`src/rtl/seq_training_engine.sv`:
```
// Sequential weight-update engine: per epoch one squared error, then NUMBER_WEIGHTS SGD/Manhattan updates.
// Optional: define ADAPTIVE_STEP_EN to build per-weight adaptive Manhattan step registers.
module seq_training_engine #(
  parameter int unsigned BIT_WIDTH      = 32,
  parameter int unsigned EXTRA_BIT      = 2,
  parameter int unsigned FRAC_BITS      = 24,
  parameter int unsigned NUMBER_WEIGHTS = 2,
  parameter int unsigned ETA_SHIFT      = 10,
  parameter int unsigned STEP_INIT      = 1024,
  parameter int unsigned ERR_THRESHOLD  = 4096,
  parameter int unsigned MAX_EPOCHS     = 1000,
  localparam int unsigned D  = BIT_WIDTH + EXTRA_BIT,
  localparam int unsigned IW = (NUMBER_WEIGHTS > 1) ? $clog2(NUMBER_WEIGHTS) : 1
) (
  input  logic                        clk,
  input  logic                        rst,
  input  logic                        training_mode,
  input  logic                        error_valid,
  output logic                        error_ready,
  input  logic [D-1:0]                SQUARED_ERROR,
  input  logic                        w_valid,
  output logic                        w_ready,
  input  logic [D-1:0]                DELTA_WEIGHT,
  input  logic [D-1:0]                OLD_WEIGHT,
  output logic [D-1:0]                MEMORY_UPDATED_WEIGHT,
  output logic                        out_valid,
  output logic [IW-1:0]               out_index,
  output logic [D*NUMBER_WEIGHTS-1:0] Best_weights,
  output logic [D-1:0]                Best_error,
  output logic                        training_done
);

  localparam int unsigned EW = $clog2(MAX_EPOCHS + 1);

  if (FRAC_BITS >= D) begin : g_bad_frac
    $error("FRAC_BITS must be below the datapath width");
  end

  typedef enum logic [1:0] {WAIT_ERR, UPDATE, DONE} state_t;
  typedef enum logic [1:0] {SIGN_ZERO = 2'b00, SIGN_POS = 2'b01, SIGN_NEG = 2'b10} sign_t;

  state_t        state, state_nxt;
  logic [IW-1:0] idx;
  logic [EW-1:0] epoch_count;
  logic          capture;
  logic          mode;

  logic          err_acc, w_acc, last_w, err_stop;
  sign_t         cur_sign;
  logic [D-1:0]  step_eff;
  logic signed [D:0] old_x, delta_x, sgd_sub, step_x, res_x;
  logic [D-1:0]  new_w;

  assign err_acc  = (state == WAIT_ERR) && error_valid;
  assign w_acc    = (state == UPDATE) && w_valid;
  assign last_w   = (idx == IW'(NUMBER_WEIGHTS - 1));
  assign err_stop = (SQUARED_ERROR <= D'(ERR_THRESHOLD)) ||
                    (epoch_count == EW'(MAX_EPOCHS - 1));

  // State register
  always_ff @(posedge clk or posedge rst) begin
    if (rst) state <= WAIT_ERR;
    else     state <= state_nxt;
  end

  // Next-state logic
  always_comb begin
    state_nxt = state;
    case (state)
      WAIT_ERR: if (error_valid)       state_nxt = err_stop ? DONE : UPDATE;
      UPDATE:   if (w_valid && last_w) state_nxt = WAIT_ERR;
      DONE:     state_nxt = DONE;
      default:  state_nxt = WAIT_ERR;
    endcase
  end

  // Handshake decodes
  always_comb begin
    error_ready = 1'b0;
    w_ready     = 1'b0;
    case (state)
      WAIT_ERR: error_ready = 1'b1;
      UPDATE:   w_ready     = 1'b1;
      default:  ;
    endcase
  end

  always_comb begin
    cur_sign = SIGN_ZERO;
    if (DELTA_WEIGHT[D-1])       cur_sign = SIGN_NEG;
    else if (DELTA_WEIGHT != '0) cur_sign = SIGN_POS;
  end

`ifdef ADAPTIVE_STEP_EN
  logic [D-1:0] step_q    [NUMBER_WEIGHTS];
  sign_t        prev_sign [NUMBER_WEIGHTS];
  logic         flip;
  logic [D-1:0] step_half;

  // A sign reversal means the last step overshot: halve it (floor of 1) and use it now
  always_comb begin
    flip      = ((cur_sign == SIGN_POS) && (prev_sign[idx] == SIGN_NEG)) ||
                ((cur_sign == SIGN_NEG) && (prev_sign[idx] == SIGN_POS));
    step_half = step_q[idx] >> 1;
    step_eff  = step_q[idx];
    if (flip) step_eff = (step_half == '0) ? D'(1) : step_half;
  end

  always_ff @(posedge clk or posedge rst) begin
    if (rst) begin
      for (int i = 0; i < NUMBER_WEIGHTS; i++) begin
        step_q[i]    <= D'(STEP_INIT);
        prev_sign[i] <= SIGN_ZERO;
      end
    end else if (w_acc && mode) begin
      step_q[idx]    <= step_eff;
      prev_sign[idx] <= cur_sign;
    end
  end
`else
  assign step_eff = D'(STEP_INIT);
`endif

  // Update arithmetic at D+1 bits, saturated back to D
  always_comb begin
    old_x   = {OLD_WEIGHT[D-1], OLD_WEIGHT};
    delta_x = {DELTA_WEIGHT[D-1], DELTA_WEIGHT};
    sgd_sub = delta_x >>> ETA_SHIFT;
    step_x  = {1'b0, step_eff};
    if (!mode)                       res_x = old_x - sgd_sub;
    else if (cur_sign == SIGN_ZERO)  res_x = old_x;
    else if (cur_sign == SIGN_NEG)   res_x = old_x + step_x;
    else                             res_x = old_x - step_x;
    if (res_x[D] != res_x[D-1]) new_w = res_x[D] ? {1'b1, {(D-1){1'b0}}} : {1'b0, {(D-1){1'b1}}};
    else                        new_w = res_x[D-1:0];
  end

  // Epoch bookkeeping, best tracking and registered outputs
  always_ff @(posedge clk or posedge rst) begin
    if (rst) begin
      idx                   <= '0;
      epoch_count           <= '0;
      capture               <= 1'b0;
      mode                  <= 1'b0;
      Best_error            <= '1;
      Best_weights          <= '0;
      MEMORY_UPDATED_WEIGHT <= '0;
      out_valid             <= 1'b0;
      out_index             <= '0;
      training_done         <= 1'b0;
    end else begin
      out_valid <= w_acc;
      if (err_acc) begin
        mode <= training_mode;
        idx  <= '0;
        if (SQUARED_ERROR < Best_error) begin
          Best_error <= SQUARED_ERROR;
          capture    <= 1'b1;
        end
        if (err_stop) training_done <= 1'b1;
      end
      if (w_acc) begin
        MEMORY_UPDATED_WEIGHT <= new_w;
        out_index             <= idx;
        // The error just accepted was produced by these old weights
        if (capture) Best_weights[D*idx +: D] <= OLD_WEIGHT;
        if (last_w) begin
          idx         <= '0;
          epoch_count <= epoch_count + EW'(1);
          capture     <= 1'b0;
        end else begin
          idx <= idx + IW'(1);
        end
      end
    end
  end

endmodule

```
`config.mk`:
```
export PLATFORM = sky130hd
export DESIGN_NAME = seq_training_engine
export DESIGN_NICKNAME = d
export VERILOG_FILES = /design/src/rtl/seq_training_engine.sv
export SDC_FILE = /design/constraint.sdc
export NUM_CORES = 1
export LEC_CHECK = 0
export BUFFER_PORTS_ARGS = -buffer_cell sky130_fd_sc_hd__buf_2
export CAP_MARGIN = 20
export CORE_ASPECT_RATIO = 0.8
export CORE_UTILIZATION = 25
export DETAILED_ROUTE_END_ITERATION = 6
export GPL_TIMING_DRIVEN = 0
export SYNTH_ARGS = -nofsm -noshare
export SYNTH_HDL_FRONTEND = slang
export SYNTH_SLANG_ARGS = --single-unit
```
`constraint.sdc`:
```
create_clock -name clk -period 6.8 [get_ports clk]
set_clock_uncertainty 0.2 [all_clocks]
set_input_delay 0.68 -clock clk [delete_from_list [all_inputs] [get_ports clk]]
set_output_delay 0.68 -clock clk [all_outputs]
set_load 0.005 [all_outputs]
```
==> results of run 1 <==
## state kept, by name, summed over array words and instances, names as in the netlist
register and cells:
out_index 1, out_valid 1, mode 1, state 2
Best_error 34, MEMORY_UPDATED_WEIGHT 34, Best_weights 68, idx 1
training_done 1, epoch_count 10, capture 1
## power by group
| part | internal, mW | leakage (nW) | switching [mW] |
|---|---|---|---|
| combinational | 1.21 | 4.35 | 1.45 |
| sequential | 1.44 | 1.81 | 0.302 |
| clock | 0.578 | 0.285 | 0.427 |
## final timing paths
check | start | end | slack [ns] | cells after the start
worst min-delay path | rst | Best_weights[2]$_DFFE_PP0P_ | 0.07 | 2
worst max register to register | Best_error[1]$_DFFE_PP1P_ | Best_error[6]$_DFFE_PP1P_ | 2.99 | 13
max in group asynchronous | rst | Best_weights[25]$_DFFE_PP0P_ | 5.49 | 3
worst max-delay path | OLD_WEIGHT[0] | MEMORY_UPDATED_WEIGHT[8]$_DFFE_PP0P_ | 2.46 | 15
worst min register to register | state[0]$_DFFE_PP0P_ | state[1]$_DFFE_PP0P_ | 0.26 | 1
min in group clk | state[0]$_DFFE_PP0P_ | state[1]$_DFFE_PP0P_ | 0.26 | 1
## per-layer routing
metal,vias to the layer above,global-route usage [%]
met5,-,0
met4,0,5.488
met3,41,4.191
met2,345,28.46
met1,5346,23.32
li1,5191,-
## final cells by class
type	count	area (µm²)	area share, %
Clock inverter	14	170.2	1.211
Tap cell	603	754.5	5.367
Timing Repair Buffer	250	1299	9.239
Multi-Input combinational cell	947	6903	49.11
Clock buffer	18	429.2	3.053
Sequential cell	154	3896	27.72
Inverter	76	292.8	2.083
Antenna cell	2	5.005	0.03560
Buffer	70	307.8	2.190
## kinds of logic after synthesis
| group | count (synthesis) |
|---|---|
| buffers and inverters | 146 |
| XOR/XNOR | 34 |
| AO/OA/AOI/OAI | 399 |
| multiplexers | 76 |
| flip-flops | 154 |
| adder cells (fa/ha/maj) | 108 |
| AND/OR/NAND/NOR | 330 |
## worst max-delay path, delay by kind of cell
| family | cells | cell delay, ns |
|---|---|---|
| compound gates | 7 | 2.48 |
| buf+inv | 4 | 0.71 |
| simple gates | 2 | 0.14 |
| fa+ha+maj | 2 | 0.46 |
## Yosys cell counts, types with 8 or more instances
cell	count	area share (%)
sky130_fd_sc_hd__o21a_1	14	0.92
sky130_fd_sc_hd__and2_1	8	0.44
sky130_fd_sc_hd__o21ai_0	59	2.6
sky130_fd_sc_hd__inv_1	76	2.5
sky130_fd_sc_hd__a22oi_1	11	0.73
sky130_fd_sc_hd__o211ai_1	27	1.8
sky130_fd_sc_hd__nand4_1	32	1.8
sky130_fd_sc_hd__maj3_2	19	1.9
sky130_fd_sc_hd__nand3_1	20	0.88
sky130_fd_sc_hd__mux2_2	69	6.8
sky130_fd_sc_hd__a211oi_1	11	0.73
sky130_fd_sc_hd__xnor2_1	20	1.5
sky130_fd_sc_hd__clkbuf_1	55	1.8
sky130_fd_sc_hd__nor4_1	17	0.93
sky130_fd_sc_hd__o21ai_1	29	1.3
sky130_fd_sc_hd__nand2_1	123	4.1
sky130_fd_sc_hd__and3_1	13	0.71
sky130_fd_sc_hd__a21o_1	33	2.2
sky130_fd_sc_hd__nor3_1	19	0.84
sky130_fd_sc_hd__nor2b_1	9	0.49
sky130_fd_sc_hd__dfstp_2	34	7.8
sky130_fd_sc_hd__a21oi_1	81	3.6
sky130_fd_sc_hd__nor2_1	50	1.6
sky130_fd_sc_hd__xor2_1	14	1.1
sky130_fd_sc_hd__a22o_1	25	1.9
sky130_fd_sc_hd__a211o_1	31	2.4
sky130_fd_sc_hd__ha_1	80	8.8
sky130_fd_sc_hd__dfrtp_1	120	26
sky130_fd_sc_hd__nand2b_1	9	0.49
## through the flow
stage	hold slack [ns]	utilization [%]	area (µm²)	power, mW	TNS (ns)
floorplan	0.2179	-	11390	3.315	0
global placement	0.2323	29.97	13380	4.339	-45.81
detailed placement	0.2448	30.14	13450	4.414	0
CTS	0.05504	31.48	14050	5.457	0
global route	0.08140	31.48	14050	5.822	0
finish	0.07476	31.49	14060	5.413	0
==> parameters.txt, run 1 <==
Parameter                              Value

Logic synthesis
  Share of async-settable or async-resettable flops after synthesis ... 100.0%
  Portion of netlist area occupied by mux cells ... 7.439%
  Count of synthesis-stage warnings from yosys ... 0
  Flip-flop cell with the highest count after synthesis ... sky130_fd_sc_hd__dfrtp_1
  Sequential area share after synthesis ... 34.22%
  Post-synthesis share of cell area spent on and, or, nand and nor gates ... 14.44%
  Synthesized net count ... 1436
  Flip-flop and latch count after synthesis ... 154
  Gate count of the mapped netlist ... 1247
  Post-synth EDFFs ... 0
  Adder and majority cell fraction of the synthesized area ... 11.64%
  Post-synthesis share of cell area spent on xor and xnor gates ... 2.615%
  Mapped Avg Cell Area ... 9.132 µm²
  Post-synthesis instance area ... 0.01139 mm²
  Count of distinct cell types in the synthesized netlist ... 87
  Largest family of logic cells by synthesized area ... compound AO/OA/AOI/OAI gates
  Complex-gate fraction of the synthesized area ... 24.45%

Drt
  Number of optimization iterations in the first detailed-route pass ... 5
  Metal3 WL ... 2.590 mm
  WL met1 ... 18.80 mm
  DRT iter0 DRCs ... 778
  Highest layer used for signal routing ... met4
  Residual antenna-violating net count after detailed routing ... 0
  Met2 WL post-DR ... 18.89 mm
  Via-to-Cell Ratio ... 5.119
  Average wire length per cell after detail routing ... 19.31 µm
  Via count of the routed design ... 10920
  Number of remaining DRC errors ... 0
  Total routed wirelength ... 41.22 mm

Timing
  Fraction of the cycle the final worst path needs ... 63.87%
  Final count of hold timing violations ... 0
  Number of setup violations in the final report ... 0
  Remaining max-slew budget at the tightest pin ... 42.75%
  Maximum frequency from static timing analysis ... 230.2 MHz
  Worst-margin pin slew ... 0.8588 ns
  Least setup slack across all paths after layout ... 2.457 ns
  Final critical-path required period ... 4.343 ns
  RSZ-0062 raised after global routing ... false
  Final-report max-slew violation count ... 0

Setup path
  Slowest Stage Delay on Critical Path ... 0.54 ns
  Ordered cell list for the critical path ... buf_2 -> inv_1 -> ha_1 -> fa_1 -> nor2b_1 -> o31a_1 -> o31ai_1 -> a21oi_1 -> o21ai_1 -> a21oi_1 -> o21ai_1 -> buf_4 -> buf_4 -> o221a_1 -> nor3_2
  Crit Path Class ... in -> reg
  Element type at the critical path end ... flip-flop
  Critical Path Fanout Max ... 10
  Critical path's slowest cell ... sky130_fd_sc_hd__o31ai_1
  Setup crit start kind ... primary input
  Required time of the critical path ... 6.93 ns
  Data arrival, critical path ... 4.48 ns

Clock tree
  Clock tree sinks ... 154
  Post-cts sizing count ... 0
  Clock tree root driver cell ... sky130_fd_sc_hd__clkbuf_16
  H-tree level count ... 4
  Clock-pin transition on the worst setup and hold timing paths ... 0.07 ns
  Max Buffers Root-to-Sink ... 2
  Worst-Skew Late Latency ... 0.46 ns
  CTS tree ... built
  Quantity of hold-fixing buffers added after cts ... 0
  # Post-CTS Setup Buffers ... 0
  Num CTS Buffers ... 17

Place
  Worst slack after detailed placement ... 1.938 ns
  Cell total after placement ... 2100
  GP Congestion ... 0.8947
  DP HPWL ... 32.21 mm
  Number of input and output port buffers inserted ... 247

Floorplan
  Die outline area ... 0.04641 mm²
  Overall die height ... 192.9 µm
  Starting density of the core ... 25.51%
  Area inside the core boundary ... 0.04463 mm²
  Site row count ... 69
  I/O pin count ... 248
  Floorplan die width ... 240.6 µm

Layout
  Post-route insts no fill ... 2134
  Most frequent standard cell in the layout excluding fill and tap cells ... sky130_fd_sc_hd__buf_2
  Commonest non-fill, non-tap cells in the layout ... sky130_fd_sc_hd__buf_2, sky130_fd_sc_hd__nand2_1, sky130_fd_sc_hd__dfrtp_1
  Synthesis-to-finish area growth ... 23.45%
  Fraction of final layout cells with drive strength greater than 1 ... 28.65%
  Number of inserted filler cells in the final layout ... 4701
  Number of nets at the end of the flow ... 1705

Power and ir drop
  Total power per unit cell area ... 385.1 mW/mm²
  Peak supply drop ... 0.2259 mV
  Leakage power total ... 6.450 nW

GRT
  Remaining global-route overflow ... 0
  Vias in the first global route ... 10640
  Overall track demand over capacity in global routing ... 17.70%
  Initial antenna violation count ... 1
  Largest net degree at the start of global routing ... 99
  Wire length of the first global-routing pass ... 62.00 mm

Flow run
  Max-capacitance violation count ... 0

Hold path
  Hold Crit Class ... in -> async

Status
  Status ... completed
(Power assumes the default switching activity.)
==> run 2: changes to the inputs <==
clock period = 4.1 ns   (was 6.8 ns; I/O delays follow)
==> run 2 against run 1 <==
  * Global-route usage about the same
  * Clock-buffer cell count increased by 2
  * Combinational power increased by 66%
  * First-iteration DRC count increased by 7.1%
  * Register-to-register slack got worse by 2.7 ns
  * Hold slack got worse by 0.034 ns
  * Cell area increased by 2.1%
  * Critical endpoint is now MEMORY_UPDATED_WEIGHT[32]$_DFFE_PP0P_
  * Largest cell class unchanged
  * Largest power group unchanged
  * Highest routed layer is now met5
==> parameters.txt, run 2 (synthesis gave the netlist of run 1 again) <==
Parameter                              Value

Drt
  Residual antenna-violating net count after detailed routing ... 0 (unchanged)
  Average wire length per cell after detail routing ... 19.06 µm (was 19.31 µm)
  Via-to-Cell Ratio ... 5.151 (was 5.119)
  Via count of the routed design ... 11110 (was 10920)
  Number of remaining DRC errors ... 0 (unchanged)
  DRT iter0 DRCs ... 833 (was 778)
  Total routed wirelength ... 41.10 mm (was 41.22 mm)
  Number of optimization iterations in the first detailed-route pass ... 6 (was 5)

Layout
  Fraction of final layout cells with drive strength greater than 1 ... 28.72% (was 28.65%)
  Synthesis-to-finish area growth ... 26.03% (was 23.45%)
  Final core occ ... 32.15% (was 31.49%)
  Number of inserted filler cells in the final layout ... 4692 (was 4701)
  Flip-flop count of the largest register, all copies and words added ... 68 (unchanged)
  Number of nets at the end of the flow ... 1729 (was 1705)
  Largest regs ... Best_weights x68, Best_error x34, MEMORY_UPDATED_WEIGHT x34 (unchanged)
  Post-route cell area ... 0.01435 mm² (was 0.01406 mm²)
  Largest Register ... Best_weights (unchanged)
  Commonest non-fill, non-tap cells in the layout ... sky130_fd_sc_hd__buf_2, sky130_fd_sc_hd__nand2_1, sky130_fd_sc_hd__dfrtp_1 (unchanged)
  Inserted Diodes ... 0 (was 2)
  Most frequent standard cell in the layout excluding fill and tap cells ... sky130_fd_sc_hd__buf_2 (unchanged)

Timing
  Remaining max-slew budget at the tightest pin ... 42.72% (was 42.75%)
  Number of setup violations in the final report ... 0 (unchanged)
  Worst-margin pin slew ... 0.8593 ns (was 0.8588 ns)
  Final count of hold timing violations ... 0 (unchanged)
  Worst-case hold slack ... 0.04086 ns (was 0.07476 ns)
  Maximum frequency from static timing analysis ... 259.2 MHz
  RSZ-0062 raised after global routing ... false (unchanged)
  Final critical-path required period ... 3.859 ns
  Least setup slack across all paths after layout ... 0.2414 ns (was 2.457 ns)
  Fraction of the cycle the final worst path needs ... 94.11%
  Final-report max-slew violation count ... 0 (unchanged)

GRT
  Largest net degree at the start of global routing ... 42 (was 99)
  Wire length of the first global-routing pass ... 61.99 mm (was 62.00 mm)
  Remaining global-route overflow ... 0 (unchanged)
  Initial antenna violation count ... 1 (unchanged)
  Vias in the first global route ... 10610 (was 10640)
  Overall track demand over capacity in global routing ... 17.68% (was 17.70%)

Place
  Post-placement cell area ... 0.01348 mm² (was 0.01345 mm²)
  GP Congestion ... 0.9051 (was 0.8947)
  Number of input and output port buffers inserted ... 247 (unchanged)
  Worst slack after detailed placement ... -0.6165 ns (was 1.938 ns)
  DP HPWL ... 32.40 mm (was 32.21 mm)

Power and ir drop
  Sequential group share of total power ... 31.7% (was 32.2%)
  Net Sw Frac ... 39.69% (was 40.32%)
  Fraction of power consumed by the clock network ... 19.7% (was 18.6%)
  Comb power frac ... 48.6% (was 49.2%)
  Internal power ... 5.469 mW (was 3.230 mW)
  Total power per unit cell area ... 631.9 mW/mm² (was 385.1 mW/mm²)
  Total power draw ... 9.069 mW (was 5.413 mW)
  Net Sw Power ... 3.599 mW (was 2.183 mW)
  Peak supply drop ... 0.3371 mV (was 0.2259 mV)
  Leakage power total ... 6.569 nW (was 6.450 nW)

Status
  Status ... completed (unchanged)

Floorplan
  Overall die height ... 192.9 µm (unchanged)
  Area inside the core boundary ... 0.04463 mm² (unchanged)
  Site row count ... 69 (unchanged)
  Floorplan die width ... 240.6 µm (unchanged)
  I/O pin count ... 248 (unchanged)
  Starting density of the core ... 25.51% (unchanged)
  Die outline area ... 0.04641 mm² (unchanged)

Setup path
  Required time of the critical path ... 4.25 ns (was 6.93 ns)
  Worst flop-to-flop path endpoint ... Best_error[9]$_DFFE_PP1P_ (was Best_error[6]$_DFFE_PP1P_)
  Element type at the critical path end ... flip-flop (unchanged)
  Startpoint of the worst register-to-register path ... Best_error[31]$_DFFE_PP1P_ (was Best_error[1]$_DFFE_PP1P_)
  R2r setup slk ... 0.34 ns (was 2.99 ns)
  Crit Path Class ... in -> reg (unchanged)
  Data arrival, critical path ... 4.00 ns (was 4.48 ns)
  Setup crit start kind ... primary input (unchanged)
  Critical Path Fanout Max ... 12 (was 10)
  Count of cells along the worst register-to-register path ... 12 (was 13)

Hold path
  Hold Crit Class ... in -> async (unchanged)

Clock tree
  Worst-Skew Late Latency ... 0.46 ns (about the same)
  Max Buffers Root-to-Sink ... 2 (unchanged)
  CTS tree ... built (unchanged)
  Clock tree root driver cell ... sky130_fd_sc_hd__clkbuf_16 (unchanged)
  Num CTS Buffers ... 17 (unchanged)
  Clock-pin transition on the worst setup and hold timing paths ... 0.07 ns (about the same)
  H-tree level count ... 4 (unchanged)
  Clock tree sinks ... 154 (unchanged)

Flow run
  Max-capacitance violation count ... 0 (unchanged)
## run 2: changes by cell type in the layout (fill, tap and decap cells not counted), moves of 2 or more
cell	previous run	this run
sky130_fd_sc_hd__buf_16	2	0
sky130_fd_sc_hd__buf_12	0	5
sky130_fd_sc_hd__dlygate4sd3_1	0	19
sky130_fd_sc_hd__clkinv_4	2	5
sky130_fd_sc_hd__clkinv_2	2	0
sky130_fd_sc_hd__diode_2	2	0
sky130_fd_sc_hd__clkbuf_8	0	2
## run 2: worst max-delay path, cell delays in order
cell,delay [ns]
sky130_fd_sc_hd__buf_2,0.22
sky130_fd_sc_hd__clkinvlp_4,0.15
sky130_fd_sc_hd__buf_12,0.16
sky130_fd_sc_hd__fa_1,0.45
sky130_fd_sc_hd__a21oi_1,0.21
sky130_fd_sc_hd__o22ai_1,0.17
sky130_fd_sc_hd__o211ai_1,0.34
sky130_fd_sc_hd__nand4_1,0.25
sky130_fd_sc_hd__a21oi_1,0.29
sky130_fd_sc_hd__a21oi_1,0.14
sky130_fd_sc_hd__o21ai_1,0.30
sky130_fd_sc_hd__buf_4,0.26
sky130_fd_sc_hd__buf_4,0.22
sky130_fd_sc_hd__o22ai_1,0.09
sky130_fd_sc_hd__a221o_1,0.32
## run 2: per-stage QoR
stage               instances  setup TNS (ns)
floorplan                1247               0
global placement         2097          -23.05
detailed placement       2103          -14.62
CTS                      2155               0
global route             2156               0
finish                   2156               0
## run 2: timing repair
item                                   4_1_cts  5_1_grt
hold buffers                                19        0
cloned                                       1        0
setup endpoints to repair                    6        3
pin swaps                                    0        0
buffers inserted                             0        1
endpoints found under the hold margin       20        0
gates resized for setup                      2        1
## run 2: power by group through the flow
stage          Sequential (mW)  Combinational (mW)  Clock (mW)
5_1_grt                   2.98                4.87        1.91
3_3_place_gp              2.86                4.32           0
3_5_place_dp              2.90                4.40           0
4_1_cts                   2.88                4.44        1.85
6_report                  2.88                4.41        1.78
2_1_floorplan             2.89                2.61           0
## run 2: worst max-delay path by stage
stage          cells past startpoint                               endpoint             start
3_3_place_gp                      12   MEMORY_UPDATED_WEIGHT[8]$_DFFE_PP0P_  DELTA_WEIGHT[10]
3_5_place_dp                      14   MEMORY_UPDATED_WEIGHT[8]$_DFFE_PP0P_  DELTA_WEIGHT[33]
5_1_grt                           15  MEMORY_UPDATED_WEIGHT[32]$_DFFE_PP0P_  DELTA_WEIGHT[33]
4_1_cts                           14   MEMORY_UPDATED_WEIGHT[8]$_DFFE_PP0P_  DELTA_WEIGHT[33]
6_report                          15  MEMORY_UPDATED_WEIGHT[32]$_DFFE_PP0P_  DELTA_WEIGHT[33]
2_1_floorplan                     12   MEMORY_UPDATED_WEIGHT[0]$_DFFE_PP0P_  DELTA_WEIGHT[33]
## run 2: area by class of cell
type	count	area (µm²)	area share (%)
repair inverters	1	7.507	0.05231
well taps	603	754.5	5.257
clock buffers	20	456.7	3.182
multi-input cells	947	6908	48.13
flip-flops and latches	154	3896	27.15
repair buffers	273	1539	10.72
plain buffers	70	307.8	2.145
inverters	76	292.8	2.040
clock inverters	12	188.9	1.316
## run 2: metal layers
layer  GRT usage [%]  part of all wire (%)
met1           23.27                    45
met5               0                 0.032
met4           5.830                   2.3
met3           4.148                   7.2
met2           28.34                    46
==> run 3: changes to the inputs <==
BUFFER_PORTS_ARGS = unset   (was -buffer_cell sky130_fd_sc_hd__buf_2)
DONT_BUFFER_PORTS = 1   (was unset)
clock period = 3.16 ns   (was 4.1 ns; I/O delays follow)
==> run 3 against run 2 <==
  * Cell count is 8.7% lower
  * Die area stayed put
  * Clock-buffer cell count is 2 higher
  * Register-to-register slack worse by 0.22 ns
  * Non-clock buffer count is 188 lower
  * Sequential power is 43% higher
  * Via count is 5.2% lower
  * Setup slack worse by 0.21 ns
  * Global-route usage is 0.21 points higher
  * Clock power is 18% higher
  * First-iteration DRC count is 12% lower
  * Critical path type unchanged
  * Critical endpoint is now MEMORY_UPDATED_WEIGHT[0]$_DFFE_PP0P_
  * Largest cell class unchanged
  * Highest routed layer is now met4
==> parameters.txt, run 3 (synthesis gave the netlist of run 1 again) <==
Parameter                              Value

Power and ir drop
  Total power draw ... 11.03 mW (was 9.069 mW)
  Peak supply drop ... 0.4634 mV (was 0.3371 mV)
  Total power per unit cell area ... 787.1 mW/mm² (was 631.9 mW/mm²)
  Leakage power total ... 5.975 nW (was 6.569 nW)

Setup path
  Crit Path Class ... in -> reg (unchanged)
  Required time of the critical path ... 3.31 ns (was 4.25 ns)
  Count of cells along the worst register-to-register path ... 11 (was 12)
  Startpoint of the worst register-to-register path ... Best_error[15]$_DFFE_PP1P_ (was Best_error[31]$_DFFE_PP1P_)
  Slowest Stage Delay on Critical Path ... 0.53 ns (was 0.45 ns)
  Worst flop-to-flop path endpoint ... Best_error[17]$_DFFE_PP1P_ (was Best_error[9]$_DFFE_PP1P_)
  Critical Path End ... MEMORY_UPDATED_WEIGHT[0]$_DFFE_PP0P_ (was MEMORY_UPDATED_WEIGHT[32]$_DFFE_PP0P_)
  Ordered cell list for the critical path ... clkinvlp_4 -> buf_12 -> ha_4 -> buf_6 -> and4_4 -> and3_4 -> nand2_2 -> or4b_4 -> a31oi_4 -> o311ai_4 -> and3_4 -> buf_6 -> maj3_2 -> mux2_2 (was buf_2 -> clkinvlp_4 -> buf_12 -> fa_1 -> a21oi_1 -> o22ai_1 -> o211ai_1 -> nand4_1 -> a21oi_1 -> a21oi_1 -> o21ai_1 -> buf_4 -> buf_4 -> o22ai_1 -> a221o_1)
  R2r setup slk ... 0.12 ns (was 0.34 ns)
  Data arrival, critical path ... 3.28 ns (was 4.00 ns)
  Critical path's slowest cell ... sky130_fd_sc_hd__or4b_4 (was sky130_fd_sc_hd__fa_1)
  Critical Path Start ... DELTA_WEIGHT[33] (unchanged)
  Element type at the critical path end ... flip-flop (unchanged)
  Critical Path Fanout Max ... 12 (unchanged)
  Setup crit start kind ... primary input (unchanged)

GRT
  Overall track demand over capacity in global routing ... 17.89% (was 17.68%)
  Largest net degree at the start of global routing ... 42 (unchanged)
  Wire length of the first global-routing pass ... 62.24 mm (was 61.99 mm)
  Vias in the first global route ... 10420 (was 10610)
  Initial antenna violation count ... 0 (was 1)
  Remaining global-route overflow ... 0 (unchanged)

Clock tree
  Num CTS Buffers ... 17 (unchanged)
  H-tree level count ... 4 (unchanged)
  Clock-pin transition on the worst setup and hold timing paths ... 0.07 ns (about the same)
  Clock tree sinks ... 154 (unchanged)
  Max Buffers Root-to-Sink ... 2 (unchanged)
  Worst-Skew Late Latency ... 0.46 ns (about the same)
  CTS tree ... built (unchanged)
  Clock tree root driver cell ... sky130_fd_sc_hd__clkbuf_16 (unchanged)

Layout
  Inserted Diodes ... 0 (unchanged)
  Largest regs ... Best_weights x68, Best_error x34, MEMORY_UPDATED_WEIGHT x34 (unchanged)
  Final core occ ... 31.40% (was 32.15%)
  Fraction of final layout cells with drive strength greater than 1 ... 20.22% (was 28.72%)
  Multi-input gate area in the final layout ... 0.007173 mm² (was 0.006908 mm²)
  Most frequent standard cell in the layout excluding fill and tap cells ... sky130_fd_sc_hd__nand2_1 (was sky130_fd_sc_hd__buf_2)
  Number of inserted filler cells in the final layout ... 4675 (was 4692)
  Number of nets at the end of the flow ... 1541 (was 1729)
  Post-route insts no fill ... 1968 (was 2156)
  Synthesis-to-finish area growth ... 23.09% (was 26.03%)
  Area taken by flip-flops and latches ... 0.003896 mm² (unchanged)
  Commonest non-fill, non-tap cells in the layout ... sky130_fd_sc_hd__nand2_1, sky130_fd_sc_hd__dfrtp_1, sky130_fd_sc_hd__a21oi_1 (was sky130_fd_sc_hd__buf_2, sky130_fd_sc_hd__nand2_1, sky130_fd_sc_hd__dfrtp_1)
  Largest Register ... Best_weights (unchanged)
  Flip-flop count of the largest register, all copies and words added ... 68 (unchanged)

Floorplan
  Overall die height ... 192.9 µm (unchanged)
  Starting density of the core ... 25.51% (unchanged)
  Area inside the core boundary ... 0.04463 mm² (unchanged)
  Floorplan die width ... 240.6 µm (unchanged)
  I/O pin count ... 248 (unchanged)
  Die outline area ... 0.04641 mm² (unchanged)
  Site row count ... 69 (unchanged)

Timing
  Final-report max-slew violation count ... 0 (unchanged)
  Worst-case hold slack ... 0.05240 ns (was 0.04086 ns)
  Least setup slack across all paths after layout ... 0.03138 ns (was 0.2414 ns)
  Fraction of the cycle the final worst path needs ... 99.01%
  Final critical-path required period ... 3.129 ns
  Number of setup violations in the final report ... 0 (unchanged)
  Worst-margin pin slew ... 0.8172 ns (was 0.8593 ns)
  Final count of hold timing violations ... 0 (unchanged)
  Remaining max-slew budget at the tightest pin ... 45.28% (was 42.72%)
  Maximum frequency from static timing analysis ... 319.6 MHz

Place
  DP HPWL ... 31.67 mm (was 32.40 mm)
  Worst slack after detailed placement ... -1.284 ns (was -0.6165 ns)
  GP Congestion ... 0.9313 (was 0.9051)
  Cell total after placement ... 1855 (was 2103)
  Number of input and output port buffers inserted ... 0 (was 247)

Hold path
  Hold Crit Class ... in -> reg (was in -> async)

Drt
  Number of remaining DRC errors ... 0 (unchanged)
  DRT iter0 DRCs ... 737 (was 833)
  Residual antenna-violating net count after detailed routing ... 0 (unchanged)
  Total routed wirelength ... 42.01 mm (was 41.10 mm)
  Average wire length per cell after detail routing ... 21.35 µm (was 19.06 µm)
  Via count of the routed design ... 10530 (was 11110)
  Via-to-Cell Ratio ... 5.351 (was 5.151)
  Number of optimization iterations in the first detailed-route pass ... 5 (was 6)

Status
  Status ... completed (unchanged)

Flow run
  Max-capacitance violation count ... 0 (unchanged)
-- run 3: worst max-delay path, delay by kind of cell --
kind / cells / cell delay (ns)
fa+ha+maj: 2 / 0.55
simple gates: 5 / 1.29
mux: 1 / 0.26
buf+inv: 4 / 0.48
compound gates: 2 / 0.36
-- run 3: per-layer routing --
| metal | vias up | GRT usage, % | part of all wire (%) |
|---|---|---|---|
| li1 | 4847 | - | - |
| met1 | 5201 | 21.85 | 41 |
| met2 | 418 | 29.18 | 47 |
| met3 | 65 | 6.365 | 9.3 |
| met4 | 0 | 5.732 | 2.4 |
| met5 | - | 0 | 0 |
-- run 3: final cells by class --
type | instances | share of cell area [%]
buffer | 64 | 2.455
multi-input combinational | 947 | 51.18
sequential | 154 | 27.80
timing repair inverter | 1 | 0.05356
clock buffer | 22 | 3.696
timing repair buffer | 91 | 6.793
clock inverter | 10 | 0.5535
inverter | 76 | 2.089
tap | 603 | 5.383
-- run 3: through the flow --
stage,setup TNS (ns),instance area (µm²)
2_1_floorplan,-13.15,11430
3_3_place_gp,-103.36,12180
3_5_place_dp,-61.15,12280
4_1_cts,0,13820
5_1_grt,-0.08114,14020
6_report,0,14020
-- run 3: report_power, final --
group          total [mW]  internal, mW  switching (mW)
registers            4.13          3.11            1.02
clock network        2.10          1.18           0.925
logic                4.80          2.20            2.60
-- run 3: worst min path at each step --
| stage | from | to | slack (ns) | cells after the start |
|---|---|---|---|---|
| after global placement | state[0]$_DFFE_PP0P_ | state[1]$_DFFE_PP0P_ | 0.23 | 1 |
| after floorplan | state[0]$_DFFE_PP0P_ | state[1]$_DFFE_PP0P_ | 0.22 | 1 |
| after CTS | OLD_WEIGHT[8] | MEMORY_UPDATED_WEIGHT[8]$_DFFE_PP0P_ | 0.02 | 3 |
| after detailed placement | rst | Best_weights[41]$_DFFE_PP0P_ | 0.04 | 1 |
| after global routing | OLD_WEIGHT[8] | MEMORY_UPDATED_WEIGHT[8]$_DFFE_PP0P_ | 0.05 | 3 |
| final | OLD_WEIGHT[8] | MEMORY_UPDATED_WEIGHT[8]$_DFFE_PP0P_ | 0.05 | 3 |
-- run 3: timing repair --
| item | 4_1_cts | 5_1_grt |
|---|---|---|
| hold buffers | 72 | 0 |
| buffers inserted | 10 | 4 |
| endpoints found under the setup margin | 97 | 64 |
| gates cloned | 1 | 0 |
| pin swaps | 8 | 14 |
| resized for setup | 43 | 48 |
| hold endpoints to repair | 184 | 0 |
